## src/rtl/rtc_time_controller.sv

```systemverilog
// Real-time clock sequencer: 1 Hz prescaler, seconds/minutes/hours cascade
// enables, and the user set-mode FSM that loads new values into the counters.
module rtc_time_controller #(
  parameter int CLK_HZ = 50_000_000,
  parameter int HOURS  = 24,
  parameter int PW     = $clog2(CLK_HZ),
  parameter int HW     = $clog2(HOURS)
) (
  input  logic          clk,
  input  logic          reset,
  input  logic          mode_btn,
  input  logic          inc_btn,
  input  logic [5:0]    sec_count,
  input  logic [5:0]    min_count,
  input  logic [HW-1:0] hr_count,
  output logic          tick_1hz,
  output logic          en_sec,
  output logic          en_min,
  output logic          en_hr,
  output logic          load_sec,
  output logic          load_min,
  output logic          load_hr,
  output logic [5:0]    load_data_sec,
  output logic [5:0]    load_data_min,
  output logic [HW-1:0] load_data_hr,
  output logic [1:0]    mode
);

  typedef enum logic [1:0] {
    RUN     = 2'd0,
    SET_HR  = 2'd1,
    SET_MIN = 2'd2,
    SET_SEC = 2'd3
  } state_t;

  localparam logic [PW-1:0] PRESC_MAX = PW'(CLK_HZ - 1);
  localparam logic [5:0]    MS_MAX    = 6'd59;
  localparam logic [HW-1:0] HR_MAX    = HW'(HOURS - 1);

  state_t        state_q, state_d;
  logic [PW-1:0] presc_q, presc_d;
  logic          load_sec_q, load_sec_d;
  logic          load_min_q, load_min_d;
  logic          load_hr_q, load_hr_d;
  logic [5:0]    load_data_sec_q, load_data_sec_d;
  logic [5:0]    load_data_min_q, load_data_min_d;
  logic [HW-1:0] load_data_hr_q, load_data_hr_d;

  // Set-mode FSM: each mode_btn pulse steps to the next field, wrapping back to RUN.
  always_comb begin
    state_d = state_q;
    if (mode_btn) begin
      case (state_q)
        RUN:     state_d = SET_HR;
        SET_HR:  state_d = SET_MIN;
        SET_MIN: state_d = SET_SEC;
        SET_SEC: state_d = RUN;
        default: state_d = RUN;
      endcase
    end
  end

  // Prescaler only runs while staying in RUN, so re-entering RUN restarts a full second.
  always_comb begin
    presc_d = '0;
    if (state_q == RUN && state_d == RUN) begin
      presc_d = (presc_q == PRESC_MAX) ? '0 : presc_q + PW'(1);
    end
  end

  // Increment request in a SET state: compute the wrapped value and arm a one-cycle load.
  always_comb begin
    load_sec_d      = 1'b0;
    load_min_d      = 1'b0;
    load_hr_d       = 1'b0;
    load_data_sec_d = load_data_sec_q;
    load_data_min_d = load_data_min_q;
    load_data_hr_d  = load_data_hr_q;
    if (inc_btn && !mode_btn) begin
      case (state_q)
        SET_HR: begin
          load_hr_d      = 1'b1;
          load_data_hr_d = (hr_count >= HR_MAX) ? '0 : hr_count + HW'(1);
        end
        SET_MIN: begin
          load_min_d      = 1'b1;
          load_data_min_d = (min_count >= MS_MAX) ? 6'd0 : min_count + 6'd1;
        end
        SET_SEC: begin
          load_sec_d      = 1'b1;
          load_data_sec_d = (sec_count >= MS_MAX) ? 6'd0 : sec_count + 6'd1;
        end
        default: ;
      endcase
    end
  end

  // State, prescaler and load registers; reset cancels any pending load.
  always_ff @(posedge clk) begin
    if (reset) begin
      state_q         <= RUN;
      presc_q         <= '0;
      load_sec_q      <= 1'b0;
      load_min_q      <= 1'b0;
      load_hr_q       <= 1'b0;
      load_data_sec_q <= '0;
      load_data_min_q <= '0;
      load_data_hr_q  <= '0;
    end else begin
      state_q         <= state_d;
      presc_q         <= presc_d;
      load_sec_q      <= load_sec_d;
      load_min_q      <= load_min_d;
      load_hr_q       <= load_hr_d;
      load_data_sec_q <= load_data_sec_d;
      load_data_min_q <= load_data_min_d;
      load_data_hr_q  <= load_data_hr_d;
    end
  end

  assign tick_1hz      = (state_q == RUN) && (presc_q == PRESC_MAX);
  assign en_sec        = tick_1hz;
  assign en_min        = tick_1hz && (sec_count == MS_MAX);
  assign en_hr         = en_min && (min_count == MS_MAX);
  assign load_sec      = load_sec_q;
  assign load_min      = load_min_q;
  assign load_hr       = load_hr_q;
  assign load_data_sec = load_data_sec_q;
  assign load_data_min = load_data_min_q;
  assign load_data_hr  = load_data_hr_q;
  assign mode          = state_q;

endmodule

```

## config.mk

```make
export PLATFORM = sky130hd
export DESIGN_NAME = rtc_time_controller
export DESIGN_NICKNAME = d
export VERILOG_FILES = /design/src/rtl/rtc_time_controller.sv
export SDC_FILE = /design/constraint.sdc
export NUM_CORES = 1
export LEC_CHECK = 0
export ABC_AREA = 1
export CAP_MARGIN = 20
export CORE_MARGIN = 2
export CORE_UTILIZATION = 40
export DETAILED_ROUTE_END_ITERATION = 8
export PLACE_DENSITY = 0.74
export SLEW_MARGIN = 10
export SYNTH_ARGS = -nofsm -noshare
export SYNTH_HDL_FRONTEND = slang
export SYNTH_SLANG_ARGS = --single-unit
export TNS_END_PERCENT = 1
```

## constraint.sdc

```tcl
create_clock -name clk -period 1.77 [get_ports clk]
set_input_delay 0.354 -clock clk [delete_from_list [all_inputs] [get_ports clk]]
set_output_delay 0.354 -clock clk [all_outputs]
set_load 0.05 [all_outputs]
```

==> results.json <==
{
  "period_minus_slack_ns": 1.98,
  "num_vias": 2553,
  "rows": 29,
  "port_buffers": 46,
  "drcViolationCount": 0,
  "crit_start": "presc_q[23]",
  "clock-sinks": 48,
  "dieWidth_um": 84.8,
  "via_per_inst": 4.91,
  "firstDrtPassIters": 4,
  "syn_to_final_growth_pct": 29.9,
  "gp_congestion": 0.945,
  "leakage_uw": 0.00127,
  "finalNonFillerCells": 520,
  "grt_start_max_net_pins": 27,
  "synth_area_per_cell_um2": 6.91,
  "grt_pass1_wl_mm": 10.5,
  "syn_nets": 407,
  "reg2reg_slack_ns": 0.14,
  "worstSetupEndpoint": "en_hr",
  "mostFrequentLayoutCells": "99 x nand2_1, 64 x nor2_1, 39 x inv_1",
  "critPathKind": "reg2out",
  "crit_arrival_ns": 1.63,
  "slew_headroom_pct": 76.0,
  "clk_path_buf_depth": 2,
  "synth_top_cell_by_area": "dfxtp_1",
  "numCtsBuffers": 5,
  "synth_area_mm2": 0.00261,
  "cts_tree": "built",
  "drt-initial-drc-count": 100,
  "cp.required_ns": 1.42,
  "finalCritPeriodShare_pct": 112,
  "worstMarginPinSlew_ns": 0.360,
  "cts-root-buf": "clkbuf_8",
  "initial_core_util_pct": 41.2,
  "diodes": 0,
  "p_per_area_mw_per_mm2": 613,
  "drive_gt1_share_pct": 22.3,
  "ys_seq_elements": 48,
  "violations": "negative setup slack",
  "finalSetupTns_ns": -0.713,
  "final_util_pct": 53.5,
  "ys_warn_count": 0,
  "status": "finished, violations left",
  "clk_pin_slew_ns": 0.09,
  "hp-class": "reg2reg",
  "skew_ns": 0.00419,
  "slew_violations": 0,
  "finalHoldViolCount": 0,
  "rsz0062_at_grt": "true",
  "reg2reg_from": "mode[0]",
  "dp_cells": 508,
  "setup_viol": 4,
  "vdd_drop_max_v": 0.000445,
  "dpl.hpwl_mm": 4.67,
  "r2r_end": "presc_q[17]",
  "drtAntennaViolNets": 0,
  "setup_slack_ns": -0.211,
  "worstPathMaxFanout": 4,
  "cap_violations": 0,
  "die_h_um": 84.8,
  "synthCells": 378,
  "wl_per_cell_um": 11.8,
  "cp-end-kind": "output port",
  "first_global_vias": 2393,
  "synth_top_area_share_pct": 36.8,
  "cts_max_level": 2,
  "antenna_found_initial": 0,
  "design.core.area_mm2": 0.00635,
  "track_usage_pct": 17.8,
  "synth_top_cells_by_area": "dfxtp_1 37%, nand2_1 14%, nor2_1 9.8%",
  "yosys.cell_types.count": 32,
  "die_area_mm2": 0.00720,
  "fmax_ghz": 0.505,
  "clk_latency_ns": 0.31,
  "final_common_cell": "nand2_1",
  "ys_seq_area_share_pct": 36.8,
  "boundaryPins": 47,
  "reg2regPathDepth": 7,
  "grt_overflow": 0,
  "routed_wl_mm": 6.16,
  "power_uw": 2080,
  "fin_nets": 471,
  "post-place-ws_ns": -0.441,
  "startpoint_type": "flop",
  "hold_buffers": 0
}
-- stage by stage --
stage / hold WS, ns / cell area, µm²
finish: 0.469 / 3400
global route: 0.492 / 3400
CTS: 0.470 / 3390
detailed placement: 0.447 / 3240
global placement: 0.430 / 3240
floorplan: 0.418 / 2660
-- routing by layer --
layer  track usage (%)  up-vias  part of all wire (%)
met5                 0        -                     0
met4              5.92        0                   2.0
met3              3.02       13                   5.1
met2              31.0       69                    47
met1              22.4     1156                    45
li1                  -     1315                     -
-- state kept, by name, summed over array words and instances (netlist names) --
| signal | flops |
|---|---|
| presc_q | 26 |
| load_data_min | 6 |
| load_data_sec | 6 |
| load_data_hr | 5 |
| mode | 2 |
| load_hr | 1 |
| load_min | 1 |
| load_sec | 1 |
-- worst min-delay path by stage --
| stage | startpoint | endpoint | slack (ns) | cells past startpoint |
|---|---|---|---|---|
| final | load_data_min[1] | load_data_min[1] | 0.47 | 2 |
| after global routing | load_data_sec[3] | load_data_sec[3] | 0.49 | 2 |
| after CTS | load_data_sec[2] | load_data_sec[2] | 0.47 | 2 |
| after detailed placement | presc_q[0] | presc_q[0] | 0.45 | 1 |
| after global placement | presc_q[0] | presc_q[0] | 0.43 | 1 |
| after floorplan | presc_q[0] | presc_q[0] | 0.42 | 1 |
-- cell families after synthesis --
kind of cell | synth area share [%]
simple gates | 37.4
buf+inv | 7.90
xor+xnor | 4.36
compound gates | 9.72
fa+ha+maj | 3.83
flops | 36.8
-- cell usage after synthesis, drive strengths merged --
master,instances
nand3b,4
clkinv,1
buf,5
inv,41
or2,4
nand2,104
xnor2,4
nand4,4
nor2,76
nor3b,1
xor2,9
dfxtp,48
o21ai,11
a21oi,30
nand3,26
ha,8
a21o,2
-- report_power, final --
part	total [µW]	switching, µW	internal, µW
combinational	264	160	104
sequential	1110	12.4	1100
clock	710	390	320
total	2080	562	1520
-- repair_timing --
item | CTS | global route
pin swaps | 7 | 2
resized for setup | 17 | 2
endpoints found under the setup margin | 4 | 7
setup buffers | 4 | 0
-- layout make-up --
type                       instances  area, µm²
inverter                          42        163
multi-input combinational        283       1510
timing repair buffer              62        559
sequential                        48        976
tap                               77       96.3
clock inverter                     2       13.8
clock buffer                       6       82.6
fill                             607       2950
-- critical path, stage by stage (launching register included) --
cell and delay, ns:
dfxtp_1 0.40, nand2_1 0.09, nor2_2 0.14, inv_2 0.06, nor2_4 0.14, nand4_1 0.16, nor2_2 0.16, buf_12 0.15
(Power assumes the default switching activity.)
